### src/rtl/sdpram_pkg.sv
// Shared definitions for the sdpram and its port-b read controller.
//   addr_t / data_t : default-width address and data words of the sdpram
//   MaxReadLatency  : largest read latency the controller supports
package sdpram_pkg;

  localparam int unsigned DefAddrBusWidth = 5;
  localparam int unsigned DefDataBusWidth = 8;
  localparam int unsigned MaxReadLatency  = 3;

  typedef logic [DefAddrBusWidth-1:0] addr_t;
  typedef logic [DefDataBusWidth-1:0] data_t;

endpackage

### src/rtl/sdpram_rd_ctrl_if.sv
// Request/response channel between a read consumer and sdpram_rd_ctrl.
//   req_valid/req_ready/req_addr : read request (consumer -> controller)
//   rsp_valid/rsp_ready/rsp_data : read result  (controller -> consumer)
// master = consumer side, slave = controller side.
interface sdpram_rd_ctrl_if #(
  parameter int unsigned AddrBusWidth = 5,
  parameter int unsigned DataBusWidth = 8
);
  logic                    req_valid;
  logic                    req_ready;
  logic [AddrBusWidth-1:0] req_addr;
  logic                    rsp_valid;
  logic                    rsp_ready;
  logic [DataBusWidth-1:0] rsp_data;

  modport master (
    output req_valid, req_addr, rsp_ready,
    input  req_ready, rsp_valid, rsp_data
  );

  modport slave (
    input  req_valid, req_addr, rsp_ready,
    output req_ready, rsp_valid, rsp_data
  );
endinterface

### src/rtl/sdpram_rd_ctrl_sync_fifo.sv
// Circular skid FIFO holding returned read data until the consumer takes it.
//   clk, rst_n   : clock, asynchronous active-low reset
//   push_i       : write push_data_i at the tail
//   pop_i        : drop the head entry (ignored when empty)
//   data_o       : head entry (zero after reset)
//   empty_o/full_o : occupancy flags
module sync_fifo #(
  parameter int unsigned Depth        = 3,
  parameter int unsigned DataBusWidth = 8
) (
  input  logic                    clk,
  input  logic                    rst_n,
  input  logic                    push_i,
  input  logic [DataBusWidth-1:0] push_data_i,
  input  logic                    pop_i,
  output logic [DataBusWidth-1:0] data_o,
  output logic                    empty_o,
  output logic                    full_o
);
  localparam int unsigned PtrW = (Depth > 1) ? $clog2(Depth) : 1;
  localparam int unsigned CntW = $clog2(Depth + 1);

  logic [DataBusWidth-1:0] mem_q [Depth];
  logic [PtrW-1:0]         wr_ptr_q, wr_ptr_d;
  logic [PtrW-1:0]         rd_ptr_q, rd_ptr_d;
  logic [CntW-1:0]         count_q, count_d;
  logic                    do_pop;

  // Depth need not be a power of two, so pointers wrap explicitly.
  function automatic logic [PtrW-1:0] ptr_inc(input logic [PtrW-1:0] p);
    return (p == PtrW'(Depth - 1)) ? '0 : p + PtrW'(1);
  endfunction

  assign empty_o = (count_q == '0);
  assign full_o  = (count_q == CntW'(Depth));
  assign do_pop  = pop_i && !empty_o;
  assign data_o  = mem_q[rd_ptr_q];

  always_comb begin
    wr_ptr_d = wr_ptr_q;
    rd_ptr_d = rd_ptr_q;
    if (push_i) wr_ptr_d = ptr_inc(wr_ptr_q);
    if (do_pop) rd_ptr_d = ptr_inc(rd_ptr_q);
    count_d = count_q + CntW'(push_i) - CntW'(do_pop);
  end

  always_ff @(posedge clk or negedge rst_n) begin
    if (!rst_n) begin
      wr_ptr_q <= '0;
      rd_ptr_q <= '0;
      count_q  <= '0;
      for (int unsigned i = 0; i < Depth; i++) mem_q[i] <= '0;
    end else begin
      wr_ptr_q <= wr_ptr_d;
      rd_ptr_q <= rd_ptr_d;
      count_q  <= count_d;
      if (push_i) mem_q[wr_ptr_q] <= push_data_i;
    end
  end
endmodule

### src/rtl/sdpram_rd_ctrl.sv
// Port-b read controller for one sdpram instance.
//   clk, rst           : clock, asynchronous active-low reset
//   rd (slave)         : request/response channel to the consumer
//   mem_addr, mem_re   : combinational passthrough to sdpram addr_b / re_b
//   mem_rdata          : sdpram r_data_b, sampled only when a read lands
//   busy               : a read is in flight or buffered
// Credits (pipeline occupancy + FIFO count) bound outstanding reads to
// Depth, so the skid FIFO can never overflow under backpressure.
module sdpram_rd_ctrl
  import sdpram_pkg::*;
#(
  parameter int unsigned AddrBusWidth = 5,
  parameter int unsigned DataBusWidth = 8,
  parameter int unsigned ReadLatency  = 1
) (
  input  logic                    clk,
  input  logic                    rst,
  sdpram_rd_ctrl_if.slave         rd,
  output logic [AddrBusWidth-1:0] mem_addr,
  output logic                    mem_re,
  input  logic [DataBusWidth-1:0] mem_rdata,
  output logic                    busy
);
  localparam int unsigned Depth     = ReadLatency + 2;
  // Data is sampled ReadLatency edges after the accept edge, which is one
  // stage beyond a ReadLatency-deep chain loaded at the accept edge.
  localparam int unsigned PipeDepth = ReadLatency + 1;
  localparam int unsigned UsedW     = $clog2(Depth + 1);

  logic [PipeDepth-1:0] pipe_q, pipe_d;
  logic [UsedW-1:0]     used_q, used_d;
  logic                 accept, pop, land;
  logic                 fifo_empty, fifo_full;

  assign pop          = rd.rsp_valid && rd.rsp_ready;
  // A pop in this cycle frees a credit immediately (rsp_ready -> req_ready).
  assign rd.req_ready = rst && ((used_q < UsedW'(Depth)) || pop);
  assign accept       = rd.req_valid && rd.req_ready;
  assign mem_re       = accept;
  assign mem_addr     = rd.req_addr;
  assign land         = pipe_q[PipeDepth-1];
  assign rd.rsp_valid = !fifo_empty;
  assign busy         = (used_q != '0);

  always_comb begin
    pipe_d = {pipe_q[PipeDepth-2:0], accept};
    used_d = used_q + UsedW'(accept) - UsedW'(pop);
  end

  always_ff @(posedge clk or negedge rst) begin
    if (!rst) begin
      pipe_q <= '0;
      used_q <= '0;
    end else begin
      pipe_q <= pipe_d;
      used_q <= used_d;
    end
  end

  sync_fifo #(
    .Depth        (Depth),
    .DataBusWidth (DataBusWidth)
  ) u_fifo (
    .clk         (clk),
    .rst_n       (rst),
    .push_i      (land),
    .push_data_i (mem_rdata),
    .pop_i       (pop),
    .data_o      (rd.rsp_data),
    .empty_o     (fifo_empty),
    .full_o      (fifo_full)
  );

  a_latency_range : assert property (@(posedge clk) disable iff (!rst)
    (ReadLatency >= 1) && (ReadLatency <= MaxReadLatency));

  a_no_overflow : assert property (@(posedge clk) disable iff (!rst)
    !(land && fifo_full));
endmodule

### src/flat_wrapper.sv
// flat-port wrapper written by rule: the top's interface ports become plain ports
module sdpram_rd_ctrl_flat import sdpram_pkg::*;
#(
  parameter int unsigned AddrBusWidth = 5,
  parameter int unsigned DataBusWidth = 8,
  parameter int unsigned ReadLatency  = 1
)
  (clk, rst, mem_addr, mem_re, mem_rdata, busy, rd_req_valid, rd_req_addr, rd_rsp_ready, rd_req_ready, rd_rsp_valid, rd_rsp_data);
  sdpram_rd_ctrl_if #(.AddrBusWidth(AddrBusWidth), .DataBusWidth(DataBusWidth)) rd_i ();
  input  logic clk;
  input  logic rst;
  output logic [AddrBusWidth-1:0] mem_addr;
  output logic mem_re;
  input  logic [DataBusWidth-1:0] mem_rdata;
  output logic busy;
  input wire logic [$bits(rd_i.req_valid)-1:0] rd_req_valid;
  input wire logic [$bits(rd_i.req_addr)-1:0] rd_req_addr;
  input wire logic [$bits(rd_i.rsp_ready)-1:0] rd_rsp_ready;
  output wire logic [$bits(rd_i.req_ready)-1:0] rd_req_ready;
  output wire logic [$bits(rd_i.rsp_valid)-1:0] rd_rsp_valid;
  output wire logic [$bits(rd_i.rsp_data)-1:0] rd_rsp_data;
  assign rd_i.req_valid = rd_req_valid;
  assign rd_i.req_addr = rd_req_addr;
  assign rd_i.rsp_ready = rd_rsp_ready;
  assign rd_req_ready = rd_i.req_ready;
  assign rd_rsp_valid = rd_i.rsp_valid;
  assign rd_rsp_data = rd_i.rsp_data;
  sdpram_rd_ctrl #(.AddrBusWidth(AddrBusWidth), .DataBusWidth(DataBusWidth), .ReadLatency(ReadLatency)) u_core (.clk(clk), .rst(rst), .rd(rd_i), .mem_addr(mem_addr), .mem_re(mem_re), .mem_rdata(mem_rdata), .busy(busy));
endmodule
### config.mk
export PLATFORM = sky130hd
export DESIGN_NAME = sdpram_rd_ctrl_flat
export DESIGN_NICKNAME = d
export VERILOG_FILES = /design/src/rtl/sdpram_pkg.sv /design/src/rtl/sdpram_rd_ctrl_if.sv /design/src/rtl/sdpram_rd_ctrl_sync_fifo.sv /design/src/rtl/sdpram_rd_ctrl.sv /design/src/flat_wrapper.sv
export SDC_FILE = /design/constraint.sdc
export NUM_CORES = 1
export LEC_CHECK = 0
export ABC_AREA = 0
export BUFFER_PORTS_ARGS = -buffer_cell sky130_fd_sc_hd__buf_2
export CAP_MARGIN = 20
export CELL_PAD_IN_SITES_DETAIL_PLACEMENT = 0
export CELL_PAD_IN_SITES_GLOBAL_PLACEMENT = 1
export CORE_UTILIZATION = 43
export CTS_CLUSTER_DIAMETER = 120
export CTS_CLUSTER_SIZE = 20
export DETAILED_ROUTE_END_ITERATION = 16
export HOLD_SLACK_MARGIN = 0.03
export PLACE_DENSITY = 0.78
export SYNTH_ARGS = -nofsm -noshare
export SYNTH_HDL_FRONTEND = slang
export SYNTH_SLANG_ARGS = --single-unit
### constraint.sdc
create_clock -name clk -period 2 [get_ports clk]
set_clock_uncertainty 0.1 [all_clocks]
set_input_delay 0.2 -clock clk [delete_from_list [all_inputs] [get_ports clk]]
set_output_delay 0.2 -clock clk [all_outputs]
set_load 0.02 [all_outputs]
* Word level (Yosys, flattened, before mapping)
Index checks and enable logic that the tools add are counted.
Widths: inputs -> output; s select.
** Word-level totals
- Input bits :: 17
- Output and inout port bits :: 17
- Register bits :: 34
- Word-level logic and storage cells :: 39
** Cells by class
- Order comparisons :: 4
- Bitwise gates (word level) :: 2
- Add/subtract/negate cells :: 6
- Reductions and logical operators :: 9
- Multiplexer cells :: 8
- Equal/unequal tests :: 2
** Operator list (count)
- $bwmux 24 :: 1
- $mux 8 :: 3
- $bmux 8 s2 :: 1
- $demux 8 s2 :: 1
- $ge 3x3->1 const B :: 2
- $not 2->3 :: 2
- $logic_and 1x1->1 :: 5
- $add 2x1->2 :: 2
- $add 2x1->2 const B :: 2
- $eq 2x2->1 const B :: 2
- $mux 2 :: 2
- $sub 2x1->2 :: 2
- $lt 3x1->1 const B :: 1
- $logic_not 2->1 :: 1
- $lt 2x2->1 const B :: 1
- $reduce_bool 2->1 :: 1
- $logic_not 1->1 :: 1
- $logic_or 1x1->1 :: 1

* Logic depth before layout (Yosys ltp)
Gate-level depths: netlist of run 1.
- Depth in word-level cells :: 8
- Gate-level depth with buffers :: 7
- Depth with buffers taken out :: 7

* By module
Synthesis of run 1 repeated with hierarchy kept, for this count alone.
** Unflattened totals
- Cells, all modules :: 117
- Area, all modules :: 1570.3 um^2
** By module, submodules not included
- sync_fifo :: cells an instance 94, times used 1, area an instance 1342.5 um^2, sequential area each 750.7 um^2
- sdpram_rd_ctrl :: cells an instance 23, times used 1, area an instance 227.7 um^2, sequential area each 100.1 um^2

* Worst setup path after synthesis of run 1
Ideal clock, no wire load.
- Path kind :: flip-flop to flip-flop
- From :: reg u_core.u_fifo.count_q[0]
- To :: reg u_core.used_q[1]
- Clock period less this slack :: 1.723 ns
- Stages on the path, launching flop included :: 8
- Library setup time :: 0.124 ns
- Data arrival time :: 1.499 ns
- Slack :: 0.277 ns
- Buffers on the path :: 0
- Required time :: 1.776 ns
- Cells stage by stage :: dfrtp_1 -> o21ai_1 -> inv_1 -> ha_1 -> inv_1 -> ha_1 -> xnor2_1 -> xnor2_1
** Between the ends
- Cells in the longest elaborated chain, start to end :: 8
** RTL lines
- start: declaration :: line sdpram_rd_ctrl_sync_fifo.sv:26 : logic [CntW-1:0] count_q, count_d;
- start signal: assignment :: line sdpram_rd_ctrl_sync_fifo.sv:56 : count_q <= count_d;
- $logic_not 2->1 (*) :: line sdpram_rd_ctrl_sync_fifo.sv:34 : assign empty_o = (count_q == '0);
- $logic_not 1->1 (*) :: line sdpram_rd_ctrl.sv:42 : assign rd.rsp_valid = !fifo_empty;
- $logic_and 1x1->1 (*) :: line sdpram_rd_ctrl.sv:35 : assign pop = rd.rsp_valid && rd.rsp_ready;
- $logic_or 1x1->1 :: line sdpram_rd_ctrl.sv:37 : assign rd.req_ready = rst && ((used_q < UsedW'(Depth)) || pop);
- $logic_and 1x1->1 :: line sdpram_rd_ctrl.sv:37
- $logic_and 1x1->1 :: line sdpram_rd_ctrl.sv:38 : assign accept = rd.req_valid && rd.req_ready;
- $add 2x1->2 :: line sdpram_rd_ctrl.sv:47 : used_d = used_q + UsedW'(accept) - UsedW'(pop);
- $sub 2x1->2 (*) :: line sdpram_rd_ctrl.sv:47
- named net u_core.used_d[1] :: line sdpram_rd_ctrl.sv:31 : logic [UsedW-1:0] used_q, used_d;
- end signal: assignment :: line sdpram_rd_ctrl.sv:56 : used_q <= used_d;
- end: declaration :: line sdpram_rd_ctrl.sv:31
The timed path passes the listed nets; every way through them passes the cells marked *.
A chain may end at the register's enable or synchronous reset.

* Worst setup path in the final report of run 1
- From :: reg u_core.u_fifo.rd_ptr_q[1]
- To :: out rd_rsp_data[1]
** Between the ends
- Cells in the longest elaborated chain, start to end :: 4
** RTL lines
- start: declaration :: line sdpram_rd_ctrl_sync_fifo.sv:25 : logic [PtrW-1:0] rd_ptr_q, rd_ptr_d;
- start signal: assignment :: line sdpram_rd_ctrl_sync_fifo.sv:55 : rd_ptr_q <= rd_ptr_d;
- $not 2->3 (implied by the code) :: line sdpram_rd_ctrl_sync_fifo.sv:37 : assign data_o = mem_q[rd_ptr_q];
- $bmux 8 s2 :: line sdpram_rd_ctrl_sync_fifo.sv:37
- $mux 8 (implied by the code) (2 in a row) :: line sdpram_rd_ctrl_sync_fifo.sv:37
- end: declaration :: line flat_wrapper.sv:21 : output wire logic [$bits(rd_i.rsp_data)-1:0] rd_rsp_data;
Every way passes these cells. The select of a mux whose other input is x is not followed.

==> results.tsv, run 1 <==
metric	value	unit
status	completed	
row cnt	21	
DIE HEIGHT	62.1	um
CTS tree	built	
sequential fraction of the synthesis area	0.548	
setup_tns	0	ps
Synthesized Nets	133	
RSZ-0062 raised after global routing	no	
PwrDens	1550	nW/um^2
Routed WL	2820	um
Tot Pwr	2.97	mW
Initial Util	0.458	
DRT Pass-1 Iters	4	
Worst-path clk slew	90	ps
share of post-route cells with drive strength above 1	0.458	
Die W	62.1	um
Final Max Tran Viols	0	
root buf cell	clkbuf_4	
minimum clock period	1860	ps
Slew @ Worst Pin	566	ps
synthesized flop and latch total	34	
Crit Path Max Fanout	8	
first-pass GRT wire length	4710	um
routed length per instance	14.2	um
crit share post-route	0.928	
depth of the most critical reg-to-reg path	7	
number of port buffers	23	
Startpoint Class	flip-flop	
initial antenna violation count	0	
total gr overflow	0	
Fin. Hold Viols	0	
number of distinct library cells after synthesis	22	
# fillers	300	
Async S/R FF share, synth	1.00	
Leak	0.878	nW
Die ar.	3860	um^2
# nets final	173	
EDFF count, synth	0	
antenna diode count	0	
Worst IR Drop VDD	0.690	mV
detailed placement HPWL	1980	um
max_slew headroom	0.622	
yosys warns	0	
overall global routing resource usage	0.163	
Skew-Pair Late Insertion Delay	340	ps
most numerous cell in the Yosys netlist	dfrtp_1	
Vias	978	
worst hold path type	input pin to flip-flop	
largest net degree at the start of global routing	35	
Clock Sinks	34	
total CTS buffers	5	
Min-Delay Path Depth	3	
Fmax	539	MHz
Core Area	3390	um^2
Worst Path Class, Setup	flip-flop to output pin	
required time of the critical path	1700	ps
endpoints failing setup	0	
RR Endpoint	u_core.used_q[1]	
Main synth FF type	dfrtp_1	
Post-Synthesis Cells	112	
RePlAce Congestion	0.689	
WP data arrival	1560	ps
remaining routing DRC violations	0	
crit path capture type	output pin	
synthesis-to-finish area growth	23.0	%
final antenna-violating net count	0	
flop2flop setup slack	170	ps
I/O Pins	34	
H-tree levels	2	
DRT iter0 DRCs	11	
Max Cap Viol	0	
hold path endpoint	u_core.pipe_q[0]	
cell area after synthesis	1550	um^2
vias per cell	4.91	
top cells by area, synth	dfrtp_1 (55%), mux2_2 (19%), mux2i_1 (5.2%)	
synth cell count leaders	dfrtp_1 (34), mux2_2 (26), mux2i_1 (8), o2bb2ai_1 (8), inv_1 (6)	
setup bufs post-CTS	0	
area leader, netlist	dfrtp_1	
Avg Cell Area, Syn	13.9	um^2
Yosys top cell area share	0.548	
vias in the first global route	1058	
CTS max path bufs	2	
RR Startpoint	u_core.u_fifo.count_q[0]	
Hold Path Origin	rd_rsp_ready	
-- layout make-up --
cell class | count | area, um^2 | share of cell area
Clock buffer | 7 | 55.1 | 0.0288
Tap cell | 46 | 57.6 | 0.0301
Multi-Input combinational cell | 64 | 633 | 0.331
Clock inverter | 1 | 5.00 | 0.00262
Inverter | 6 | 22.5 | 0.0118
Timing Repair Buffer | 41 | 288 | 0.151
Sequential cell | 34 | 851 | 0.445
-- registers in the layout, summed over array words and instances (netlist names) --
| name | cells |
|---|---|
| u_core.u_fifo.mem_q | 24 |
| u_core.pipe_q | 2 |
| u_core.u_fifo.count_q | 2 |
| u_core.u_fifo.rd_ptr_q | 2 |
| u_core.u_fifo.wr_ptr_q | 2 |
| u_core.used_q | 2 |
-- how the worst max path moves through the flow --
| stage | startpoint | endpoint | slack, ps |
|---|---|---|---|
| 2_1_floorplan | u_core.u_fifo.count_q[0] | u_core.used_q[1] | 280 |
| 3_3_place_gp | u_core.u_fifo.count_q[1] | u_core.u_fifo.count_q[1] | 280 |
| 3_5_place_dp | u_core.u_fifo.count_q[0] | u_core.used_q[1] | 180 |
| 4_1_cts | u_core.u_fifo.rd_ptr_q[1] | rd_rsp_data[7] | 70 |
| 5_1_grt | u_core.u_fifo.count_q[1] | u_core.used_q[1] | 30 |
| 6_report | u_core.u_fifo.rd_ptr_q[1] | rd_rsp_data[1] | 140 |
-- routing by layer --
| metal | track usage | share of wire | vias to the layer above | wire (um) |
|---|---|---|---|---|
| met3 | 0.0368 | 0.043 | 7 | 122 |
| met5 | 0 | 0 | - | 0 |
| li1 | - | - | 474 | - |
| met2 | 0.272 | 0.48 | 23 | 1360 |
| met1 | 0.192 | 0.45 | 474 | 1280 |
| met4 | 0.0959 | 0.025 | 0 | 70 |
-- per-stage QoR --
step,setup WS (ps),util,instances,hold slack (ps),cell area (um^2)
5_1_grt,25.4,0.564,199,248,1910
2_1_floorplan,277,-,112,-196,1550
3_3_place_gp,277,0.510,180,207,1730
3_5_place_dp,181,0.510,180,212,1730
4_1_cts,67.3,0.563,199,210,1910
6_report,145,0.564,199,224,1910
-- power breakdown --
group / internal (mW) / switching [mW] / leakage, nW
registers: 1.02 / 0.229 / 0.404
logic: 0.693 / 0.632 / 0.439
clock network: 0.170 / 0.220 / 0.0353
-- cell families (layout without fill, tap and decap cells) --
family | after synthesis | after routing | synth area share
DFF | 34 | 34 | 0.548
buffers and inverters | 14 | 55 | 0.0467
and+or+nand+nor | 8 | 8 | 0.0411
xor gates and xnor gates | 4 | 4 | 0.0225
muxes | 34 | 34 | 0.240
adders and majority gates | 4 | 4 | 0.0322
AOI/OAI and AO/OA | 14 | 14 | 0.0700
-- critical path: stages, from the launching register on --
cell,delay (ps)
dfrtp_1,570
buf_4,230
mux2i_1,180
o2bb2ai_1,90
buf_2,160
-- cell usage in the layout (no fill, tap or decap) --
cell type      instances
buf_4                  7
nand3b_1               1
buf_2                 23
a21o_1                 1
clkinv_2               1
buf_12                 1
nor3b_4                1
clkbuf_8               1
or2_2                  2
xnor2_1                4
mux2i_1                8
dlygate4sd3_1         10
nor2b_2                1
ha_1                   4
a31oi_1                2
nor2_1                 1
nand2_1                1
inv_1                  6
o21ai_1                1
mux2_2                26
clkbuf_1               1
o21ai_0                1
dfrtp_1               34
a31o_2                 1
clkbuf_4               5
o2bb2ai_1              8
nand3b_2               1
-- timing repair --
action,4_1_cts,5_1_grt
resized for setup,0,1
hold endpoints to repair,59,0
hold buffers,11,0
setup endpoints to repair,0,1
Note: power is estimated with default switching activity, not from simulation.
==> inputs of run 2 (changes only) <==
Settings changed: CORE_UTILIZATION 43 to 38, PLACE_DENSITY 0.78 to 0.73, SETUP_SLACK_MARGIN from default to 0.2.
Clock period 2 ns to 1.56 ns, I/O delays scaled along.
==> run 2 against run 1 <==
Sequential power is 26% higher. Largest power group unchanged. Worst hold slack worse by 380 ps. Non-clock buffer count is 13 higher. The flow now finishes with violations (negative hold slack, negative setup slack). Total power is 70% higher. Critical path depth is 1 higher. Critical path type unchanged. Clock-buffer cell count is 2 lower. Largest cell class unchanged. First-iteration DRC count is 100% higher.
==> results.tsv, run 2 (synthesis gave the netlist of run 1 again) <==
metric	value	unit
status	finished with violations	
violated checks	negative hold slack, negative setup slack	
Post-DP Area	1830	um^2
RePlAce Congestion	0.727	
Tot Pwr	5.05	mW
CP max stage delay	390	ps
row cnt	22	
H-tree levels	2	
most frequent CP cell	buf_6	
Core Area	3800	um^2
Clock Sinks	34	
RSZ-0062 raised after global routing	yes	
DRT Pass-1 Iters	4	
footprint of the multi-input gates	783	um^2
minimum clock period	1640	ps
vias per cell	4.87	
total CTS buffers	5	
worst-path cell chain	o21ai_2, buf_4, buf_6, a31oi_4, buf_6	
Die ar.	4350	um^2
Startpoint Class	flip-flop	
flop2flop setup slack	-80	ps
Die W	66.0	um
vias in the first global route	1130	
crit share post-route	1.05	
synthesis-to-finish area growth	48.6	%
switching share of power	0.326	
Crit Path Max Fanout	3	
fin cells	214	
total gr overflow	0	
Clk pwr share	0.192	
Routed WL	3090	um
commonest non-fill, non-tap cells in the layout	dfrtp_1 (31), buf_4 (21), mux2_2 (17)	
Initial Util	0.409	
RR Startpoint	u_core.u_fifo.count_q[0]	
Skew-Pair Late Insertion Delay	290	ps
routed length per instance	14.5	um
worst hold path type	input pin to asynchronous set/reset pin	
Crit path max-delay family	buffers and inverters	
setup ws final	-76.0	ps
Worst IR Drop VDD	1.09	mV
initial antenna violation count	0	
# fillers	288	
Leak	1.05	nW
most common cell after layout, fill and taps aside	dfrtp_1	
crit path buf inv count	3	
share of post-route cells with drive strength above 1	0.614	
Fin. Hold Viols	34	
first-pass GRT wire length	5220	um
Max Cap Viol	0	
sequential cell area	855	um^2
root buf cell	clkbuf_8	
Hold Buf Count CTS	7	
detailed placement HPWL	2040	um
Vias	1043	
Final Max Tran Viols	0	
overall global routing resource usage	0.168	
WP data arrival	1380	ps
setup_tns	-290	ps
depth of the most critical reg-to-reg path	7	
Worst-path clk slew	70	ps
largest register by flop count	u_core.u_fifo.mem_q	
fraction of power consumed by sequential logic	0.313	
antenna diode count	0	
I/O Pins	34	
Psw	1.65	mW
Slew @ Worst Pin	439	ps
dpl ws	-102	ps
remaining routing DRC violations	0	
# nets final	186	
Logic pwr share	0.495	
CTS max path bufs	2	
RR Endpoint	u_core.used_q[1]	
PwrDens	2190	nW/um^2
max_slew headroom	0.707	
crit path capture type	output pin	
CTS tree	built	
DRT iter0 DRCs	22	
max FFs per register	24	
Slowest-stage cell, CP	dfrtp_1	
DIE HEIGHT	66.0	um
Fmax	611	MHz
Worst Path Class, Setup	flip-flop to output pin	
final antenna-violating net count	0	
cell internal pwr	3.40	mW
required time of the critical path	1300	ps
largest net degree at the start of global routing	36	
end-of-flow core utilization	0.608	
number of port buffers	23	
dpl cells	191	
endpoints failing setup	8	
Finished Cell Area	2310	um^2
worst hold margin	-153	ps
==> run 2: cell count changes in the layout (fill, tap and decap cells not counted), sizes merged <==
cell / before / now
clkbuf: 7 / 5
dlygate4sd3: 10 / 7
bufinv: 0 / 2
buf: 31 / 47
==> run 2: worst register-to-register path: cells and delay by family, from the launching register on <==
| family | cells | cell delay, ps |
|---|---|---|
| flops | 1 | 370 |
| buf+inv | 1 | 30 |
| fa+ha+maj | 2 | 420 |
| xor+xnor | 2 | 260 |
| compound gates | 2 | 350 |
==> run 2: final cells by class <==
cell class / count / share of cell area
well taps: 48 / 0.0260
repair buffers: 54 / 0.196
flip-flops and latches: 34 / 0.370
inverters: 6 / 0.00975
clock inverters: 3 / 0.0298
clock buffers: 5 / 0.0298
multi-input cells: 64 / 0.339
==> run 2: timing repair <==
item,in CTS,in global routing
endpoints found under the hold margin,49,34
endpoints found under the setup margin,26,26
buffers inserted,6,2
resized for setup,37,12
cloned,0,0
pin swaps,14,9
==> run 2: worst max path at each step <==
| stage | from | endpoint | slack [ps] | depth (start not counted) |
|---|---|---|---|---|
| 6_report | u_core.u_fifo.count_q[0] | mem_re | -80 | 5 |
| 5_1_grt | u_core.u_fifo.count_q[1] | u_core.used_q[1] | -160 | 7 |
| 4_1_cts | u_core.u_fifo.count_q[1] | rd_req_ready | -70 | 5 |
| 3_5_place_dp | u_core.u_fifo.count_q[0] | u_core.used_q[1] | -100 | 7 |
| 3_3_place_gp | u_core.u_fifo.count_q[0] | u_core.used_q[1] | -50 | 7 |
| 2_1_floorplan | u_core.u_fifo.count_q[0] | u_core.used_q[1] | -80 | 7 |
==> run 2: layer usage <==
metal  global-route usage  part of all wire
met5                    0                 0
met4               0.0904             0.026
met3               0.0431             0.045
met2                0.284              0.51
met1                0.192              0.42
==> run 2: power groups by stage <==
stage / logic, mW / clock network, mW / registers, mW
after floorplan: 1.34 / 0 / 1.53
after global placement: 1.87 / 0 / 1.55
after detailed placement: 1.91 / 0 / 1.58
after CTS: 2.39 / 1.00 / 1.58
after global routing: 2.70 / 1.04 / 1.63
final: 2.50 / 0.970 / 1.58
==> inputs of run 3 (changes only) <==
Settings changed: REMOVE_ABC_BUFFERS from default to 1.
==> run 3 against run 2 <==
The flow still finishes with violations (negative hold slack, negative setup slack). Die area is the same. Clock power fell by 32%. Utilization increased by 1.6 points. Worst hold slack gained 6.4 ps. Register-to-register slack about the same. Sequential power increased by 5%. Final cell count unchanged. Clock-buffer cell count up 2. Setup slack worse by 2.0 ps. Via count is 2.6% higher. Highest routed layer unchanged.
==> results.tsv, run 3 (synthesis gave the netlist of run 1 again) <==
metric	value	unit
Worst IR Drop VDD	1.22	mV
worst hold path type	input pin to asynchronous set/reset pin	
Max Cap Viol	0	
Skew-Pair Late Insertion Delay	290	ps
sequential cell area	853	um^2
Fin. Hold Viols	34	
Die W	66.0	um
H-tree levels	2	
Worst-path clk slew	70	ps
I/O Pins	34	
RSZ-0062 raised after global routing	yes	
Hold Buf Count CTS	5	
worst hold margin	-147	ps
DRT Pass-1 Iters	3	
largest register by flop count	u_core.u_fifo.mem_q	
synthesis-to-finish area growth	52.6	%
max_slew headroom	0.718	
fraction of power consumed by sequential logic	0.314	
antenna diode count	0	
required time of the critical path	1630	ps
max FFs per register	24	
Final Max Tran Viols	0	
most common cell after layout, fill and taps aside	dfrtp_1	
status	finished with violations	
violated checks	negative hold slack, negative setup slack	
CTS max path bufs	2	
remaining routing DRC violations	0	
routed length per instance	16.3	um
total gr overflow	0	
Die ar.	4350	um^2
root buf cell	clkbuf_8	
Clock Sinks	34	
final antenna-violating net count	0	
# fillers	285	
minimum clock period	1640	ps
Crit Path Max Fanout	4	
PwrDens	2220	nW/um^2
Logic pwr share	0.561	
number of port buffers	23	
commonest non-fill, non-tap cells in the layout	dfrtp_1 (32), buf_6 (23), buf_4 (14)	
# nets final	186	
Leak	1.08	nW
overall global routing resource usage	0.171	
cell internal pwr	3.43	mW
DRT iter0 DRCs	18	
Core Area	3800	um^2
setup ws final	-78.0	ps
vias in the first global route	1120	
Post-DP Area	1810	um^2
dpl ws	-173	ps
largest net degree at the start of global routing	36	
flop2flop setup slack	-80	ps
Routed WL	3480	um
initial antenna violation count	0	
first-pass GRT wire length	5300	um
Initial Util	0.409	
DIE HEIGHT	66.0	um
row cnt	22	
share of post-route cells with drive strength above 1	0.687	
endpoints failing setup	9	
Clk pwr share	0.125	
Slew @ Worst Pin	423	ps
Worst Path Class, Setup	flip-flop to flip-flop	
WP data arrival	1700	ps
Fmax	610	MHz
Startpoint Class	flip-flop	
RePlAce Congestion	0.664	
Vias	1070	
switching share of power	0.350	
detailed placement HPWL	2140	um
crit path capture type	flip-flop	
crit share post-route	1.05	
CTS tree	built	
vias per cell	5.00	
Psw	1.85	mW
Finished Cell Area	2370	um^2
footprint of the multi-input gates	867	um^2
total CTS buffers	5	
run 3: changes by cell type in the layout (fill, tap and decap cells not counted), moves of 2 or more:
cell	change
o2bb2ai_1	-6
mux2i_1	-6
mux2_4	+4
bufinv_16	-2
mux2_2	-4
buf_6	+8
buf_4	-7
dlygate4sd3_1	-2
o2bb2ai_2	+5
mux2i_2	+5
run 3: path summary, 6_finish.rpt:
path                                           from                         to  cells after the start
min                                             rst  u_core.u_fifo.wr_ptr_q[1]                      2
max in group asynchronous                       rst  u_core.u_fifo.wr_ptr_q[0]                      2
max                        u_core.u_fifo.count_q[0]   u_core.u_fifo.count_q[1]                      7
min reg2reg                        u_core.pipe_q[0]           u_core.pipe_q[1]                      0
max reg2reg                u_core.u_fifo.count_q[0]   u_core.u_fifo.count_q[1]                      7
min in group clk                       mem_rdata[0]    u_core.u_fifo.mem_q[16]                      2
run 3: final cells by class:
type                            count  share of cell area
Tap cell                           48              0.0253
Clock buffer                        7              0.0364
Inverter                            6              0.0106
Timing Repair Buffer               54               0.200
Multi-Input combinational cell     64               0.366
Clock inverter                      1             0.00211
Sequential cell                    34               0.360
run 3: timing repair:
item	in CTS	in global routing
gates resized for setup	47	36
pin swaps	11	15
buffers inserted	5	4
setup endpoints to repair	31	34
endpoints found under the hold margin	45	34
run 3: power groups by stage:
stage	combinational [mW]	clock, mW	sequential [mW]
after floorplan	1.17	0	1.58
after global placement	1.81	0	1.54
after detailed placement	1.88	0	1.57
after CTS	2.54	0.677	1.61
after global routing	3.16	0.717	1.71
final	2.96	0.658	1.66
run 3: per-layer routing:
metal | up-vias | global-route usage | wire [um]
met5 | - | 0 | 0
met3 | 6 | 0.0655 | 149
met4 | 0 | 0.0559 | 51
met2 | 29 | 0.297 | 1800
li1 | 503 | - | -
met1 | 532 | 0.190 | 1470
run 3: critical path, cell delays in order (launching register included):
cell and delay (ps):
dfrtp_1 390, o21ai_2 230, inv_2 100, ha_4 270, inv_2 30, ha_4 150
xnor2_2 130, xnor2_1 120
run 3: per-stage QoR:
step	util	TNS (ps)	cells	total power, mW
2_1_floorplan	-	-330	104	2.75
3_3_place_gp	0.476	-170	192	3.35
3_5_place_dp	0.476	-341	192	3.45
4_1_cts	0.575	-190	210	4.83
5_1_grt	0.624	-1050	214	5.58
6_report	0.624	-232	214	5.27
